**src/rtl/fsm_seq_tx.sv**
```systemverilog
// Serial pattern transmitter: accepts a WIDTH-bit word over valid/ready and
// shifts it out MSB-first on `a`, then holds `a` low for GAP cycles.
module fsm_seq_tx #(
  parameter int WIDTH = 8,
  parameter int GAP   = 2
) (
  input  logic             clk,
  input  logic             reset,
  input  logic             in_valid,
  output logic             in_ready,
  input  logic [WIDTH-1:0] in_data,
  output logic             a,
  output logic             busy,
  output logic             done
);

  localparam int BW = $clog2(WIDTH);
  localparam int GW = (GAP > 1) ? $clog2(GAP) : 1;

  typedef enum logic [1:0] {
    ST_IDLE  = 2'b00,
    ST_SHIFT = 2'b01,
    ST_GAP   = 2'b10
  } state_t;

  state_t           r_state;
  state_t           w_state_nxt;
  logic [WIDTH-1:0] r_shift;
  logic [WIDTH-1:0] w_shift_nxt;
  logic [BW-1:0]    r_bit_cnt;
  logic [BW-1:0]    w_bit_cnt_nxt;
  logic [GW-1:0]    r_gap_cnt;
  logic [GW-1:0]    w_gap_cnt_nxt;
  logic             r_done;
  logic             w_done_nxt;
  logic             w_accept;

  assign in_ready = reset & (r_state == ST_IDLE);
  assign w_accept = in_valid & in_ready;

  // State, datapath and done-pulse registers
  always_ff @(posedge clk or negedge reset) begin
    if (!reset) begin
      r_state   <= ST_IDLE;
      r_shift   <= {WIDTH{1'b0}};
      r_bit_cnt <= {BW{1'b0}};
      r_gap_cnt <= {GW{1'b0}};
      r_done    <= 1'b0;
    end else begin
      r_state   <= w_state_nxt;
      r_shift   <= w_shift_nxt;
      r_bit_cnt <= w_bit_cnt_nxt;
      r_gap_cnt <= w_gap_cnt_nxt;
      r_done    <= w_done_nxt;
    end
  end

  // Next-state and datapath update; counters are reloaded on every state entry
  always_comb begin
    w_state_nxt   = r_state;
    w_shift_nxt   = r_shift;
    w_bit_cnt_nxt = r_bit_cnt;
    w_gap_cnt_nxt = r_gap_cnt;
    w_done_nxt    = 1'b0;
    case (r_state)
      ST_IDLE: begin
        if (w_accept) begin
          w_state_nxt   = ST_SHIFT;
          w_shift_nxt   = in_data;
          w_bit_cnt_nxt = BW'(WIDTH - 1);
        end else begin
          w_state_nxt = ST_IDLE;
        end
      end
      ST_SHIFT: begin
        if (r_bit_cnt == {BW{1'b0}}) begin
          w_state_nxt   = ST_GAP;
          w_gap_cnt_nxt = GW'(GAP - 1);
          w_done_nxt    = 1'b1;
        end else begin
          w_shift_nxt   = {r_shift[WIDTH-2:0], 1'b0};
          w_bit_cnt_nxt = r_bit_cnt - BW'(1);
        end
      end
      ST_GAP: begin
        if (r_gap_cnt == {GW{1'b0}}) begin
          w_state_nxt = ST_IDLE;
        end else begin
          w_gap_cnt_nxt = r_gap_cnt - GW'(1);
        end
      end
      default: begin
        w_state_nxt = ST_IDLE;
      end
    endcase
  end

  // Outputs depend on registered state only, so `a` is low outside SHIFT
  assign a    = (r_state == ST_SHIFT) & r_shift[WIDTH-1];
  assign busy = (r_state != ST_IDLE);
  assign done = r_done;

endmodule

```
**config.mk**
```make
export PLATFORM = sky130hd
export DESIGN_NAME = fsm_seq_tx
export DESIGN_NICKNAME = d
export VERILOG_FILES = /design/src/rtl/fsm_seq_tx.sv
export SDC_FILE = /design/constraint.sdc
export NUM_CORES = 1
export LEC_CHECK = 0
export BUFFER_PORTS_ARGS = -buffer_cell sky130_fd_sc_hd__buf_2
export CELL_PAD_IN_SITES_DETAIL_PLACEMENT = 0
export CELL_PAD_IN_SITES_GLOBAL_PLACEMENT = 2
export CORE_MARGIN = 2
export CORE_UTILIZATION = 34
export CTS_CLUSTER_SIZE = 16
export DETAILED_ROUTE_END_ITERATION = 10
export GPL_TIMING_DRIVEN = 0
export PLACE_DENSITY = 0.74
export SKIP_CTS_REPAIR_TIMING = 1
export SLEW_MARGIN = 15
export SYNTH_ARGS = -nofsm -noshare
export SYNTH_HDL_FRONTEND = slang
export SYNTH_SLANG_ARGS = --single-unit
```
**constraint.sdc**
```tcl
create_clock -name clk -period 1.7 [get_ports clk]
set_input_delay 0.17 -clock clk [delete_from_list [all_inputs] [get_ports clk]]
set_output_delay 0.17 -clock clk [all_outputs]
set_load 0.02 [all_outputs]
```
# Yosys cells after proc, flatten, opt, wreduce, memory -nomap -nowiden
# Index checks and enable logic that the tools add are counted.
# totals
reg_bits	15
inputBits	11
output_inout_bits	4
wordCells	39
# classes
n_addsub	2
eq_ne	6
mux	15
bitwise	3
n_reduce_logical	8
# op_table
op	count
8-bit two-way mux	2
8-bit one-hot mux with 2 select lines	1
2-bit inequality test, second input constant	4
3-bit two-way mux	2
2-bit one-hot mux with 3 select lines	1
3-bit one-hot mux with 2 select lines	1
2-bit nonzero test	3
1-bit two-way mux	5
2-bit two-way mux	2
2-bit AND reduction	2
1-bit AND	3
3-bit zero test	1
3-bit AND reduction	1
3-bit by 1-bit subtractor with 3-bit output, second input constant	1
2-bit by 1-bit == test with 1-bit output, second input constant	1
2-bit == test, second input constant	1
2-bit zero test	1
1-bit one-hot mux with 2 select lines	1
1-bit subtractor, second input constant	1

# Depth between registers and ports, before layout
# logic_depth
ltp_word	5
depth_mapped	6
ltp_nobuf	5

# Worst setup path before layout
# OpenSTA, ideal clock, no wires.
# synth_timing
kind	reg2reg
startpoint	register r_bit_cnt[0]
endpoint	register r_bit_cnt[1]
setup_ns	0.125
t_arrival_ns	1.368
t_required_ns	1.575
path_slack_ns	0.207
stages_incl_launch_ff	7
n_path_buf	1
synth_period_minus_slack_ns	1.493
path_cell_list	dfrtp_1 inv_1 ha_1 nand2b_1 a32o_2 buf_6 mux2_4
# synth_via
elab_chain_cells	3
elab_cells_between_ends	6
cone_classes	add/sub: 1; eq/ne: 1; mux: 2; reduce/logical: 2
# synth_lines
item	line_no	text
from (decl)	30	logic [BW-1:0] r_bit_cnt;
from (signal assigned)	46	r_bit_cnt <= {BW{1'b0}};
from (signal assigned)	52	r_bit_cnt <= w_bit_cnt_nxt;
3-bit by 1-bit subtractor with 3-bit output or 3-bit zero test (tied branches)	82, 76	
3-bit two-way mux or 2-bit inequality test (tied branches)	--	
3-bit one-hot mux with 2 select lines or 3-bit AND reduction (tied branches)	--	
# Several ways; a longest one is shown, not always the timed one. The select of a mux whose other input is x is not followed.
# A chain may end at the register's enable or synchronous reset.

# Final worst setup path
# layout_timing
startpoint	register r_bit_cnt[0]
endpoint	register r_shift[4]
# layout_via
elab_chain_cells	3
# layout_lines
item	line_no	text
3-bit zero test	76	if (r_bit_cnt == {BW{1'b0}}) begin
2-bit inequality test (no source line)	--	
3-bit AND reduction (no source line)	--	
to (signal assigned)	45	r_shift <= {WIDTH{1'b0}};
to (signal assigned)	51	r_shift <= w_shift_nxt;
to (decl)	28	logic [WIDTH-1:0] r_shift;
# No other way between the ends.

==> impl_metrics.py <==
metrics = {
    "logic_synthesis": {
        "syn_area_sq_um": 758,
        "synth_cell_types": 20,
        "yosysSeqAreaShare": 0.495,
        "synth_warnings": 0,
        "netlist_instances": 60,
        "synth-seq-cells": 15,
        "syn_avg_cell_area_sq_um": 12.6,
        "synth_fp_nets": 73,
    },
    "setup_path": {
        "cp_max_fo": 10,
        "cp.required_ns": 1.87,
        "crit_arrival_ns": 1.75,
        "slowest_stage": "dfrtp_1",
        "start_kind": "flip-flop",
        "crit_type": "flip-flop to flip-flop",
        "path_buf_inv": 2,
        "critPathTopFamily": "flip-flops",
        "critPathMaxStageDelay_ns": 0.40,
        "cp-end-kind": "flip-flop",
        "cp_cell_sequence": "inv_1, ha_1, nand2b_4, a32o_2, buf_6, mux2_4",
    },
    "timing": {
        "fmaxAchievable_mhz": 631,
        "grt_setup_unrepaired": "false",
        "drv_slew": 0,
        "layout_min_cycle_time_ns": 1.58,
        "relSlewSlack": 0.546,
        "finalHoldViolations": 0,
        "fin_setup_tns_ns": 0,
        "period_share": 0.932,
        "worst_pin_slew_ns": 0.678,
        "skew_ns": 0.00446,
        "setup_viol": 0,
        "hold_slack_ns": 0.124,
    },
    "place": {
        "gp_congestion": 0.678,
        "dpl.hpwl_um": 850,
        "numPortBuffers": 14,
    },
    "die": {
        "start_util": 0.349,
        "die_h_um": 51.2,
        "dieArea_sq_um": 2620,
        "rows": 17,
        "boundaryPins": 15,
        "die-width_um": 51.2,
        "core_sq_um": 2170,
    },
    "layout": {
        "final_net_count": 93,
        "diodes": 0,
        "drive_above_1_share": 0.468,
        "synthToLayoutAreaGrowth_pct": 20.3,
    },
    "global_route": {
        "grtUsageTotal": 0.105,
        "met1_usage": 0.142,
        "use_met2": 0.149,
        "grt_max_degree": 18,
        "grt_pass1_vias": 446,
        "grt-ovfl-total": 0,
        "grt_util_met3": 0.0263,
        "grt_pass1_wl_um": 1970,
        "antenna_found_initial": 0,
        "busiest_layer": "met2",
    },
    "job": {
        "maxCapViolations": 0,
    },
    "power": {
        "ir_drop_v": 0.00100,
        "leakagePower_nw": 0.452,
        "pwr-share-clk": 0.116,
        "power_density_nw_per_um2": 1880,
        "switching_share": 0.329,
        "p_comb_frac": 0.530,
        "p_switching_mw": 0.564,
        "p_int_mw": 1.15,
        "power_mw": 1.71,
        "seq_power_share": 0.354,
    },
    "clocking": {
        "cts_buffer_depth": 2,
        "htreeDepth": 1,
        "cts_made_buffers": 3,
        "path_clk_slew_ns": 0.09,
        "cts-root-buf": "clkbuf_4",
        "numClockSinks": 15,
        "clk_latency_ns": 0.27,
        "cts_tree": "done",
    },
    "detailed_routing": {
        "drc": 0,
        "vias_per_cell": 4.55,
        "wl_per_cell_um": 11.1,
        "totalWireLength_um": 1190,
        "drt_iter0_markers": 4,
        "firstDrtPassIters": 2,
        "vias": 487,
        "drtAntennaViolNets": 0,
    },
    "outcome": {
        "outcome": "completed",
    },
    "min_path": {
        "hold_path_class": "input pin to flip-flop",
    },
}
==> flip-flops by register name, indices dropped and copies added, names as in the netlist <==
signal	flops
r_bit_cnt	3
r_state	2
r_shift	8
done	1
r_gap_cnt	1
==> Yosys cell counts <==
master | instances | area share
nor2_1 | 2 | 0.0099
o21a_1 | 1 | 0.0099
nand3_1 | 2 | 0.013
buf_6 | 2 | 0.030
o21ai_0 | 1 | 0.0066
o21bai_1 | 1 | 0.0099
nand2b_1 | 1 | 0.0083
a22o_1 | 2 | 0.023
a21oi_1 | 1 | 0.0066
mux2_4 | 6 | 0.12
nor3b_1 | 1 | 0.0099
nand2_1 | 4 | 0.020
nor2b_2 | 1 | 0.012
ha_1 | 2 | 0.033
a32o_2 | 1 | 0.015
mux2_2 | 9 | 0.13
inv_1 | 6 | 0.030
and2_1 | 1 | 0.0083
dfrtp_1 | 15 | 0.50
o22ai_1 | 1 | 0.0083
==> logic make-up after synthesis <==
group	synth area share
mux	0.252
flops	0.495
compound gates	0.0792
buf+inv	0.0594
fa+ha+maj	0.0330
simple gates	0.0809
==> cell type report <==
cell class / count / area [sq um]
Buffer: 2 / 22.5
Clock buffer: 4 / 26.3
Fill cell: 222 / 1260
Inverter: 6 / 22.5
Multi-Input combinational cell: 37 / 350
Sequential cell: 15 / 375
Tap cell: 28 / 35.0
Timing Repair Buffer: 15 / 80.1
==> layer usage <==
| metal | vias up | routed length, um |
|---|---|---|
| li1 | 245 | - |
| met5 | - | 0 |
| met4 | 0 | 14 |
| met2 | 6 | 538 |
| met1 | 234 | 598 |
| met3 | 2 | 37 |
==> tightest hold or removal path, cell delays in order <==
cell and delay (ns):
buf_2 0.07, nand3_1 0.05, o21ai_0 0.07
==> through the flow <==
step                instances  instance area [sq um]   util  worst slack, ns
floorplan                  60                    758      -            0.207
global placement          102                    863  0.398           0.0798
detailed placement        102                    863  0.398           0.0741
CTS                       106                    890  0.410           0.0566
global route              107                    912  0.420           0.0359
finish                    107                    912  0.420            0.116
==> worst paths after layout <==
| kind | from | slack [ns] | depth (start not counted) | end |
|---|---|---|---|---|
| setup / recovery | r_bit_cnt[0]$_DFFE_PN0P_ | 0.12 | 6 | r_shift[4]$_DFFE_PN0P_ |
| hold / removal | in_data[0] | 0.12 | 3 | r_shift[0]$_DFFE_PN0P_ |
| setup reg to reg | r_bit_cnt[0]$_DFFE_PN0P_ | 0.12 | 6 | r_shift[4]$_DFFE_PN0P_ |
| hold reg to reg | r_shift[7]$_DFFE_PN0P_ | 0.51 | 1 | r_shift[7]$_DFFE_PN0P_ |
| max in group asynchronous | reset | 0.79 | 2 | r_shift[0]$_DFFE_PN0P_ |
| min in group asynchronous | reset | 0.48 | 2 | r_shift[2]$_DFFE_PN0P_ |
==> cells in the final DEF, fill, tap and decap left out <==
cell / instances
a22o_1: 2
mux2_4: 6
a21oi_1: 1
nor2_1: 2
dlygate4sd3_1: 1
nand2b_4: 1
o21a_1: 1
nand3_1: 2
mux2_2: 9
inv_1: 6
dfrtp_1: 15
nor3b_1: 1
o21ai_0: 1
nand2_1: 4
o22ai_1: 1
a32o_2: 1
clkbuf_4: 3
buf_2: 14
o21bai_1: 1
and2_1: 1
nor2b_4: 1
ha_1: 2
buf_6: 2
clkbuf_1: 1
==> power groups by stage <==
stage	registers, mW	logic, mW	clock network [mW]
floorplan	0.588	0.759	0
global placement	0.609	0.888	0
detailed placement	0.613	0.897	0
CTS	0.606	0.901	0.211
global route	0.630	0.996	0.229
finish	0.607	0.909	0.199
Power figures use the tool's default switching activity.
